File: config.mk
export PLATFORM = sky130hd
export DESIGN_NAME = control_unit
export DESIGN_NICKNAME = d
export VERILOG_FILES = /design/src/rtl/rv_ctrl_pkg.sv /design/src/rtl/branch_resolve.sv /design/src/rtl/control_unit.sv
export SDC_FILE = /design/constraint.sdc
export NUM_CORES = 1
export LEC_CHECK = 0
export CORE_AREA = 2 2 39 41
export CTS_CLUSTER_DIAMETER = 120
export CTS_CLUSTER_SIZE = 12
export DETAILED_ROUTE_END_ITERATION = 10
export DIE_AREA = 0 0 41 43
export DONT_BUFFER_PORTS = 1
export HOLD_SLACK_MARGIN = 0.15
export PLACE_DENSITY = 0.57
export SETUP_SLACK_MARGIN = 0.4
export SLEW_MARGIN = 20
export SYNTH_ARGS = -nofsm -noshare
export SYNTH_HDL_FRONTEND = slang
export SYNTH_SLANG_ARGS = --single-unit
export TNS_END_PERCENT = 10
File: constraint.sdc
create_clock -name clk -period 2.8 [get_ports clk]
set_input_delay 0.56 -clock clk [delete_from_list [all_inputs] [get_ports clk]]
set_output_delay 0.56 -clock clk [all_outputs]
set_load 0.05 [all_outputs]
File: src/rtl/rv_ctrl_pkg.sv
// Shared encodings for the RV32I main decoder: opcodes, ALU operations,
// immediate formats and load/store size codes.
package rv_ctrl_pkg;

    typedef enum logic [6:0] {
        OP_RTYPE  = 7'b0110011,
        OP_IALU   = 7'b0010011,
        OP_LOAD   = 7'b0000011,
        OP_STORE  = 7'b0100011,
        OP_BRANCH = 7'b1100011,
        OP_LUI    = 7'b0110111,
        OP_AUIPC  = 7'b0010111,
        OP_JAL    = 7'b1101111,
        OP_JALR   = 7'b1100111
    } opcode_t;

    typedef enum logic [3:0] {
        ALU_ADD   = 4'b0000,
        ALU_SUB   = 4'b0001,
        ALU_AND   = 4'b0010,
        ALU_OR    = 4'b0011,
        ALU_XOR   = 4'b0100,
        ALU_SLL   = 4'b0101,
        ALU_SRL   = 4'b0110,
        ALU_SRA   = 4'b0111,
        ALU_SLT   = 4'b1000,
        ALU_SLTU  = 4'b1001,
        ALU_PASSB = 4'b1010,
        ALU_APLUS4 = 4'b1011
    } aluOp_t;

    typedef enum logic [2:0] {
        IMM_I = 3'b000,
        IMM_S = 3'b001,
        IMM_B = 3'b010,
        IMM_U = 3'b011,
        IMM_J = 3'b100
    } immSrc_t;

    typedef enum logic [2:0] {
        LD_B  = 3'b000,
        LD_H  = 3'b001,
        LD_W  = 3'b010,
        LD_BU = 3'b100,
        LD_HU = 3'b101
    } loadSize_t;

    typedef enum logic [1:0] {
        ST_B = 2'b00,
        ST_H = 2'b01,
        ST_W = 2'b10
    } storeSize_t;

    // alt is the instr[30] bit after the caller has masked it to where it is meaningful.
    function automatic aluOp_t aluFromFunct3(input logic [2:0] f3, input logic alt);
        aluOp_t op;
        op = ALU_ADD;
        case (f3)
            3'b000: op = alt ? ALU_SUB : ALU_ADD;
            3'b001: op = ALU_SLL;
            3'b010: op = ALU_SLT;
            3'b011: op = ALU_SLTU;
            3'b100: op = ALU_XOR;
            3'b101: op = alt ? ALU_SRA : ALU_SRL;
            3'b110: op = ALU_OR;
            3'b111: op = ALU_AND;
            default: op = ALU_ADD;
        endcase
        return op;
    endfunction

endpackage

File: src/rtl/branch_resolve.sv
// Branch condition evaluation from the ALU flags of rs1 - rs2.
module branch_resolve
    import rv_ctrl_pkg::*;
(
    input  logic [2:0] funct3,
    input  logic [3:0] ALUFlags,
    output logic       taken
);

    logic flagN, flagZ, flagC, flagV;

    assign {flagN, flagZ, flagC, flagV} = ALUFlags;

    always_comb begin
        taken = 1'b0;
        case (funct3)
            3'b000: taken = flagZ;
            3'b001: taken = ~flagZ;
            3'b100: taken = flagN ^ flagV;
            3'b101: taken = ~(flagN ^ flagV);
            3'b110: taken = ~flagC;
            3'b111: taken = flagC;
            default: taken = 1'b0;
        endcase
    end

endmodule

File: src/rtl/control_unit.sv
// Main decoder for the single-cycle RV32I core. Combinational decode plus an
// arming flop that holds all architectural writes off until reset has released.
module control_unit
    import rv_ctrl_pkg::*;
(
    input  logic       clk,
    input  logic       rst_n,
    input  logic [6:0] OPCode,
    input  logic [2:0] funct3,
    input  logic       funct75,
    input  logic [3:0] ALUFlags,
    output logic       regWrite,
    output logic [2:0] immSource,
    output logic [2:0] loadCtrl,
    output logic [1:0] storeCtrl,
    output logic       srcAIn,
    output logic       srcBIn,
    output logic       resultSource,
    output logic       memWrite,
    output logic       PCNextIn,
    output logic       srcPCTarget,
    output logic [3:0] ALUControl
);

    logic armed;
    logic branchTaken;
    logic decRegWrite, decMemWrite, decPCNext;

    always_ff @(posedge clk or negedge rst_n) begin
        if (!rst_n) armed <= 1'b0;
        else        armed <= 1'b1;
    end

    branch_resolve uBranch (
        .funct3   (funct3),
        .ALUFlags (ALUFlags),
        .taken    (branchTaken)
    );

    always_comb begin
        decRegWrite  = 1'b0;
        decMemWrite  = 1'b0;
        decPCNext    = 1'b0;
        immSource    = IMM_I;
        loadCtrl     = LD_W;
        storeCtrl    = ST_W;
        srcAIn       = 1'b0;
        srcBIn       = 1'b0;
        resultSource = 1'b0;
        srcPCTarget  = 1'b0;
        ALUControl   = ALU_ADD;
        case (OPCode)
            OP_RTYPE: begin
                decRegWrite = 1'b1;
                ALUControl  = aluFromFunct3(funct3, funct75);
            end
            OP_IALU: begin
                // instr[30] in I-ALU is only an opcode bit for SRAI; elsewhere it is immediate.
                decRegWrite = 1'b1;
                srcBIn      = 1'b1;
                ALUControl  = aluFromFunct3(funct3, funct75 & (funct3 == 3'b101));
            end
            OP_LOAD: begin
                decRegWrite  = 1'b1;
                srcBIn       = 1'b1;
                resultSource = 1'b1;
                loadCtrl     = funct3;
            end
            OP_STORE: begin
                decMemWrite = 1'b1;
                immSource   = IMM_S;
                srcBIn      = 1'b1;
                storeCtrl   = funct3[1:0];
            end
            OP_BRANCH: begin
                immSource  = IMM_B;
                ALUControl = ALU_SUB;
                decPCNext  = branchTaken;
            end
            OP_LUI: begin
                decRegWrite = 1'b1;
                immSource   = IMM_U;
                srcBIn      = 1'b1;
                ALUControl  = ALU_PASSB;
            end
            OP_AUIPC: begin
                decRegWrite = 1'b1;
                immSource   = IMM_U;
                srcAIn      = 1'b1;
                srcBIn      = 1'b1;
            end
            OP_JAL: begin
                decRegWrite = 1'b1;
                immSource   = IMM_J;
                srcAIn      = 1'b1;
                ALUControl  = ALU_APLUS4;
                decPCNext   = 1'b1;
            end
            OP_JALR: begin
                decRegWrite = 1'b1;
                srcAIn      = 1'b1;
                ALUControl  = ALU_APLUS4;
                decPCNext   = 1'b1;
                srcPCTarget = 1'b1;
            end
            default: ;
        endcase
    end

    assign regWrite = decRegWrite & armed;
    assign memWrite = decMemWrite & armed;
    assign PCNextIn = decPCNext & armed;

endmodule

* Word-level counts from Yosys, hierarchy flattened *
Cells that the tools add are included.

word-level totals
  memories = 0
  output and inout bits = 19
  RAM bits = 0
  bits in registers = 1
  bits in latches = 0
  word-level logic and storage cells = 49
  ROM bits = 0

cells by class
  $add $sub $neg = 0
  muxes and demuxes = 18
  eq/ne operators = 16
  multipliers = 0
  div/mod/pow operators = 0
  reductions and logical operators = 6
  shifts and indexed selects = 0
  $lt $le $gt $ge = 0
  bitwise gates (word level) = 8

operator list
  cell                                                  count
  one-hot mux 4 bit (8 select lines)                    2
  equality test 7 x 6 -> 1 bit (second input constant)  3
  equality test 7 bit (second input constant)           3
  one-hot mux 4 bit (5 select lines)                    1
  equality test 7 x 5 -> 1 bit (second input constant)  2
  equality test 3 bit (second input constant)           4
  one-hot mux 3 bit (4 select lines)                    1
  two-way mux 1 bit                                     10
  equality test 7 x 2 -> 1 bit (second input constant)  1
  OR reduction 7 bit                                    1
  equality test 3 x 2 -> 1 bit (second input constant)  2
  one-hot mux 1 bit (6 select lines)                    1
  OR reduction 5 bit                                    1
  bitwise AND 1 bit                                     4
  OR reduction 2 bit                                    2
  equality test 3 x 1 -> 1 bit (second input constant)  1
  logical NOT 3 bit                                     1
  two-way mux 3 bit                                     1
  inverter 1 bit                                        3
  OR reduction 3 bit                                    1
  two-way mux 2 bit                                     1
  one-hot mux 1 bit (2 select lines)                    1
  bitwise XOR 1 bit                                     1

* Depth between registers and ports, before layout *
Gate-level depths: netlist of the first run.

  word-level depth = 5
  mapped depth = 5
  depth with buffers taken out = 4

* Modules after synthesis *
From an unflattened synthesis of the first run, not the netlist that was laid out.

unflattened totals
  cell total of the unflattened synthesis = 57
  area, all modules = 469.2 um^2

modules (own cells, without submodules)
  module          cells each  area each (um^2)  instances
  control_unit    47          401.6             1
  branch_resolve  10          67.6              1

* Worst setup path after synthesis of the first run *
OpenSTA, ideal clock, no wires.

  path type = input to output
  start point = in OPCode[2]
  end point = out immSource[0]
  stages on the path = 5
  required time = 2.240 ns
  arrival time = 2.426 ns
  slack = -0.186 ns
  buffers on the path = 1
  cells stage by stage = buf_2 nand2b_1 nor2_1 a21oi_1 nor4_1

on the way
  word-level cells in the longest chain between the ends = 3
  elaborated cells between the ends (all ways) = 7
  those cells by class = 5 x eq/ne; 1 x mux; 1 x reduce/logical

RTL lines
  element                                                                              RTL line            RTL
  from (decl)                                                                          control_unit.sv:8   input logic [6:0] OPCode,
  equality test 7 x 5 -> 1 bit / equality test 7 x 6 -> 1 bit (equally long branches)  control_unit.sv:52  case (OPCode)
  OR reduction 2 bit (no source line)                                                  n/a
  one-hot mux 3 bit (4 select lines) (*)                                               control_unit.sv:52
  to (decl)                                                                            control_unit.sv:13  output logic [2:0] immSource,

Mark *: on every way between the ends. The rest lies on a longest branch, timed or not.

* Final worst setup path of the first run *
  start point = in OPCode[1]
  end point = out loadCtrl[2]

on the way
  word-level cells in the longest chain between the ends = 2

RTL lines
  element                       RTL line            RTL
  equality test 7 x 2 -> 1 bit  control_unit.sv:52
  two-way mux 3 bit             control_unit.sv:52
  to (decl)                     control_unit.sv:14  output logic [2:0] loadCtrl,

No other way between the ends.

==> flow_summary.yaml, run 1 <==
placed_design:
  dp_slack_ns: 0.335
  portBuffers: 0
  dp_cells: 97
  place_hpwl_um: 900
  dpl-instance-area_um2: 599
  gp_congestion: 0.810
finish:
  drive_gt1_share_pct: 32.1
  stdcell_count: 97
  syn2layout_area_growth_pct: 34.3
  layout_common_cells: "13 x buf_4, 8 x nor2_1, 5 x a21oi_1, 5 x nand2_1"
  final_common_cell: "buf_4"
  finish.utilization_pct: 43.6
  top_register: "armed"
  final_area_um2: 603
  fillers: 150
  largest_reg_flops: 1
  n_antenna_cell: 0
  nets: 100
  largestRegisters: "armed: 1 flops"
route:
  drc: 0
  postRouteAntennaNets: 0
  vias: 523
  wl_per_cell_um: 12.2
  dr.pass1.iters: 4
  finalWirelength_mm: 1.18
  drt_iter0_drc: 8
  viasPerCell: 5.39
floorplanning:
  initial_core_util_pct: 32.5
  fp.dieArea_um2: 1760
  fp-row-count: 14
  fp.dieW_um: 41
  design.core.area_um2: 1380
  pin_count: 36
  fp.dieH_um: 43
timing:
  setup_ws_ns: 0.497
  hold_ws_ns: 0.264
  finalSetupViolCount: 0
  hold_viol_final: 0
  fmax_ghz: 0.434
  finalCritPeriodShare_pct: 82.3
  worst_pin_slew_ns: 0.517
  period_needed_ns: 2.30
  max_slew_margin_pct: 65.7
  drv_slew: 0
  rsz0062_at_grt: "false"
synth:
  synth_cells: 71
  synth_warnings: 0
  synth_area_um2: 449
  syn_area_per_cell_um2: 6.33
  yosysTopAreaCell: "and2_1"
  synth_cell_types: 28
  synth_seq_cells: 1
  synth_seq_area_share_pct: 5.57
  synth_top_area_share_pct: 6.96
  syn-num-nets: 88
  synth_area_leaders: "and2_1 7.0%, nor4_1 7.0%, o21ai_0 6.7%"
setup_path:
  crit_family: "simple AND/OR/NAND/NOR gates"
  crit_path_max_fanout: 7
  arrival_ns: 1.74
  startpoint_type: "input pin"
  critical_path.slowest_cell: "or4_4"
  critical_path_required_ns: 2.24
  cp.depth: 5
  crit_path_end_kind: "primary output"
  path_cells: "nand2_2, or4_4, nor3_4, and2_1, buf_12"
  crit_type: "in -> out"
  cp.buffers_inverters: 1
  max_stage_delay_ns: 0.46
grt:
  antenna_found_initial: 0
  use_met3_pct: 1.05
  grt_pass1_vias: 411
  top_usage_layer: "met1"
  overflow: 0
  grt_util_met2_pct: 19.4
  grt_pass1_wl_mm: 1.82
  grt_usage_pct: 13.5
  grt_use_met1_pct: 22.7
  grt_max_degree: 13
cts:
  cts_setup_buffers: 0
  cts.clk_slew.worst_paths_ns: 0
power_and_ir_drop:
  p_leak_uw: 0.000226
  peakVddDrop_mv: 0.0815
  p_per_area_nw_per_um2: 96.4
status:
  run_status: "finished clean"
job:
  maxCapViolations: 0
hold_path:
  hp-class: "in -> async"
-- Yosys cell counts (all sizes together) --
library cell and count:
a21oi 5, a31oi 1, and2 5, and4b 1, buf 4, clkbuf 2
conb 1, dfrtp 1, inv 2, mux2i 1, nand2 6, nand2b 4
nand3 2, nand3b 2, nor2 8, nor3 4, nor3b 1, nor4 5
nor4b 2, o21ai 6, o22ai 1, o31a 1, or2 2, or3b 1
or4 1, xnor2 2
-- power by group --
part           switching [µW]  internal (µW)
combinational            23.1           18.8
sequential              0.749           15.5
clock                       0              0
total                    23.8           34.3
-- timing repair --
item                       4_1_cts  5_1_grt
hold buffers                     0        0
hold endpoints to repair         0        0
gates cloned                     0        0
pin swaps                        0        2
setup endpoints to repair        1        1
gates resized for setup          1        1
-- final timing paths --
check | from | endpoint | slack (ns)
min in group clk | armed | regWrite | 1.24
setup / recovery | OPCode[1] | loadCtrl[2] | 0.50
hold / removal | rst_n | armed | 0.26
max in group asynchronous | rst_n | armed | 2.47
-- routing by layer --
metal	wire, µm	vias to the layer above
met4	0	0
met1	555	234
met2	540	16
met3	85	0
met5	0	-
li1	-	273
-- kinds of logic (layout without fill, tap and decap cells) --
| logic type | count (synthesis) | count (layout) | share of synthesized area (%) |
|---|---|---|---|
| and+or+nand+nor | 44 | 44 | 59.9 |
| buffers and inverters | 8 | 18 | 10.6 |
| DFF | 1 | 1 | 5.57 |
| other | 1 | 1 | 0.835 |
| xor gates and xnor gates | 2 | 2 | 3.90 |
| AOI/OAI and AO/OA | 14 | 14 | 17.0 |
| muxes | 1 | 1 | 2.23 |
-- per-stage QoR --
step           setup TNS (ns)  total power, µW
6_report                    0             58.1
5_1_grt                     0             62.2
4_1_cts                     0             57.9
3_5_place_dp                0             57.8
3_3_place_gp                0             57.3
2_1_floorplan          -0.228             61.8
-- final cells by class --
type                    count  area, µm²  area share (%)
well taps                  16       20.0            3.32
multi-input cells          62        393            65.1
inverters                   2       7.51            1.24
flip-flops and latches      1       25.0            4.15
repair buffers             16        158            26.1
(Power assumes the default switching activity.)
==> run 2: changes to the inputs <==
- clock period: 2.8 -> 2.4 ns (I/O delays scaled with it)
==> run 2 against run 1 <==
Compared with the run above: global-route usage is 0.30 points higher; total power rose by 21%; die area did not move; largest power group unchanged.
==> flow_summary.yaml, run 2 (synthesized netlist as in run 1, its figures left out) <==
status:
  run_status: "finished clean"
floorplanning:
  fp.dieH_um: 43
  fp.dieArea_um2: 1760
  initial_core_util_pct: 32.5
  fp-row-count: 14
  pin_count: 36
  design.core.area_um2: 1380
  fp.dieW_um: 41
finish:
  final_area_um2: 624
  top_register: "armed"
  drive_gt1_share_pct: 39.5
  n_antenna_cell: 0
  largestRegisters: "armed: 1 flops"
  fillers: 146
  largest_reg_flops: 1
  nets: 100
  final_common_cell: "buf_4"
  layout_common_cells: "13 x buf_4, 8 x nor2_1, 6 x nand2_1, 5 x a21oi_1, 4 x o21ai_1"
  syn2layout_area_growth_pct: 39.0
setup_path:
  startpoint_type: "input pin"
  crit_type: "in -> out"
  crit_path_max_fanout: 9
  crit_path_end_kind: "primary output"
  arrival_ns: 1.61
  critical_path_required_ns: 1.92
route:
  wl_per_cell_um: 12.2
  postRouteAntennaNets: 0
  finalWirelength_mm: 1.19
  dr.pass1.iters: 4
  drc: 0
  drt_iter0_drc: 4
  viasPerCell: 5.35
  vias: 519
placed_design:
  gp_congestion: 0.632
  place_hpwl_um: 973
  portBuffers: 0
  dpl-instance-area_um2: 611
power_and_ir_drop:
  p_switching_uw: 28.4
  pwr-share-clk_pct: 0
  p_seq_share_pct: 26.9
  power_frac_comb_pct: 73.1
  p_leak_uw: 0.000235
  switching_share_pct: 40.5
  peakVddDrop_mv: 0.0841
  p_per_area_nw_per_um2: 112
  p_int_uw: 41.7
job:
  maxCapViolations: 0
cts:
  cts_setup_buffers: 0
  cts.clk_slew.worst_paths_ns: 0
  cts_hold_buf: 0
hold_path:
  hp-class: "in -> async"
grt:
  overflow: 0
  grt_util_met2_pct: 22.8
  grt_max_degree: 13
  grt_pass1_wl_mm: 1.85
  antenna_found_initial: 0
  top_usage_layer: "met2"
  grt_usage_pct: 13.8
  grt_pass1_vias: 442
  grt_use_met1_pct: 19.8
  use_met3_pct: 1.57
timing:
  finalCritPeriodShare_pct: 87.1
  setup_tns_ns: 0
  hold_viol_final: 0
  finalSetupViolCount: 0
  rsz0062_at_grt: "true"
  drv_slew: 0
  fmax_ghz: 0.479
  hold_ws_ns: 0.184
  period_needed_ns: 2.09
## run 2: how the worst max path moves through the flow
stage	end	start
2_1_floorplan	regWrite	OPCode[2]
3_3_place_gp	storeCtrl[1]	OPCode[6]
3_5_place_dp	storeCtrl[0]	OPCode[6]
4_1_cts	loadCtrl[2]	OPCode[6]
5_1_grt	loadCtrl[0]	OPCode[6]
6_report	loadCtrl[2]	OPCode[6]
## run 2: metal layers
| layer | vias to the layer above | wire, µm |
|---|---|---|
| li1 | 273 | - |
| met1 | 223 | 516 |
| met2 | 23 | 570 |
| met3 | 0 | 100 |
| met4 | 0 | 0 |
| met5 | - | 0 |
## run 2: area by class of cell
| type | count | area (µm²) | area share (%) |
|---|---|---|---|
| tap | 16 | 20.0 | 3.21 |
| sequential | 1 | 25.0 | 4.01 |
| timing repair buffer | 16 | 158 | 25.3 |
| multi-input combinational | 62 | 414 | 66.3 |
| inverter | 2 | 7.51 | 1.20 |
## run 2: per-stage QoR
stage	total power (µW)	setup slack, ns	utilization [%]	std cells
after floorplan	74.0	-0.154	-	71
after global placement	68.5	0.303	44.1	97
after detailed placement	69.3	0.276	44.1	97
after CTS	70.3	0.292	45.1	97
after global routing	74.7	0.268	45.1	97
final	70.2	0.310	45.1	97
## run 2: power by group through the flow
stage	Sequential, µW	Combinational (µW)	Clock [µW]
after detailed placement	18.8	50.5	0
final	18.9	51.3	0
after global placement	18.9	49.7	0
after floorplan	18.6	55.4	0
after CTS	18.9	51.4	0
after global routing	19.1	55.6	0
## run 2: timing repair
item | CTS | global route
gates cloned | 0 | 0
pin swaps | 1 | 0
endpoints found under the setup margin | 7 | 13
resized for setup | 4 | 0
## run 2: critical path: stages
cell and delay, ns:
or4_4 0.56, nor3_4 0.21, and2_2 0.36
==> run 3: changes to the inputs <==
- clock period: 2.4 -> 2 ns (I/O delays scaled with it)
==> run 3 against run 2 <==
Compared with the run above: sequential cell count did not move; hold slack better by 0.45 ns; combinational power grew 26%; setup slack lost 0.24 ns; final area increased by 4.8%; via count up 6.6%; sequential power up 20%; total power is 25% higher; die area did not move; critical path type unchanged; sequential share of layout area shrank 0.18 points; cell count increased by 4.1%.
==> flow_summary.yaml, run 3 (synthesized netlist as in run 1, its figures left out) <==
finish:
  seq_area_um2: 25.0
  n_antenna_cell: 0
  layout_common_cells: "16 x buf_4, 8 x nor2_1, 6 x nand2_1, 5 x a21oi_1, 4 x o21ai_1"
  fillers: 141
  largestRegisters: "armed: 1 flops"
  syn2layout_area_growth_pct: 45.7
  drive_gt1_share_pct: 40.0
  nets: 104
  multiInputGateArea_um2: 412
  top_register: "armed"
  largest_reg_flops: 1
  final_common_cell: "buf_4"
timing:
  setup_ws_ns: 0.0656
  rsz0062_at_grt: "true"
  hold_ws_ns: 0.634
  period_needed_ns: 1.93
  drv_slew: 0
  finalSetupViolCount: 0
  finalCritPeriodShare_pct: 96.7
  hold_viol_final: 0
  fmax_ghz: 0.517
power_and_ir_drop:
  p_switching_uw: 35.0
  p_leak_uw: 0.000253
  peakVddDrop_mv: 0.0967
  power_frac_comb_pct: 74.0
  p_seq_share_pct: 26.0
  pwr-share-clk_pct: 0
  total_power_uw: 87.4
  p_int_uw: 52.4
  p_per_area_nw_per_um2: 134
  switching_share_pct: 40.1
status:
  run_status: "finished clean"
setup_path:
  critPathLaunch: "OPCode[6]"
  crit_type: "in -> out"
  crit_path_max_fanout: 9
  critical_path_required_ns: 1.60
  startpoint_type: "input pin"
  arrival_ns: 1.53
  crit_path_end_kind: "primary output"
floorplanning:
  fp.dieArea_um2: 1760
  initial_core_util_pct: 32.5
  pin_count: 36
  design.core.area_um2: 1380
  fp.dieW_um: 41
  fp-row-count: 14
  fp.dieH_um: 43
placed_design:
  place_hpwl_um: 958
  gp_congestion: 0.649
  portBuffers: 0
  dp_slack_ns: 0.0452
grt:
  grt_max_degree: 13
  grt_pass1_vias: 438
  grt_usage_pct: 14.0
  antenna_found_initial: 0
  grt_pass1_wl_mm: 1.84
  overflow: 0
job:
  maxCapViolations: 0
route:
  wl_per_cell_um: 12.5
  dr.pass1.iters: 3
  finalWirelength_mm: 1.26
  postRouteAntennaNets: 0
  viasPerCell: 5.48
  drt_iter0_drc: 5
  drc: 0
  vias: 553
hold_path:
  hp-class: "in -> async"
cts:
  cts.clk_slew.worst_paths_ns: 0
  cts_setup_buffers: 0
==> run 3: worst max-delay path: stages <==
cell and delay [ns]:
or4_4 0.56, nor3_4 0.22, and2_2 0.36
==> run 3: power by group through the flow <==
| stage | sequential (µW) | clock (µW) | combinational [µW] |
|---|---|---|---|
| floorplan | 22.4 | 0 | 66.4 |
| global placement | 22.6 | 0 | 61.0 |
| detailed placement | 22.7 | 0 | 61.8 |
| CTS | 22.7 | 0 | 64.5 |
| global route | 22.9 | 0 | 70.3 |
| finish | 22.7 | 0 | 64.7 |
==> run 3: layout make-up <==
cell class | count | share of cell area (%)
Timing Repair Buffer | 20 | 29.1
Multi-Input combinational cell | 62 | 62.9
Inverter | 2 | 1.15
Tap cell | 16 | 3.06
Sequential cell | 1 | 3.82
==> run 3: worst max-delay path by stage <==
stage,to,slack (ns),depth (start not counted)
after global placement,storeCtrl[0],0.07,4
after detailed placement,storeCtrl[0],0.05,4
final,loadCtrl[2],0.07,3
after floorplan,regWrite,-0.39,4
after CTS,loadCtrl[2],0.06,3
after global routing,loadCtrl[0],0.02,3
==> run 3: stage by stage <==
step	utilization [%]	instance area (µm²)	setup TNS, ns	std cells
after floorplan	-	473	-2.80	71
final	47.3	654	0	101
after detailed placement	45.8	633	0	100
after CTS	47.3	654	0	101
after global routing	47.3	654	0	101
after global placement	45.8	633	0	100
==> run 3: repair_timing <==
| item | 4_1_cts | 5_1_grt |
|---|---|---|
| endpoints found under the setup margin | 14 | 15 |
| cloned | 0 | 0 |
| endpoints found under the hold margin | 1 | 0 |
| hold buffers | 1 | 0 |
| gates resized for setup | 3 | 0 |
==> run 3: metal layers <==
layer	up-vias	wire length, µm	track usage (%)
met5	-	0	0
met4	0	0	0
met3	0	99	1.57
met2	20	648	24.7
met1	252	510	18.5
li1	281	-	-
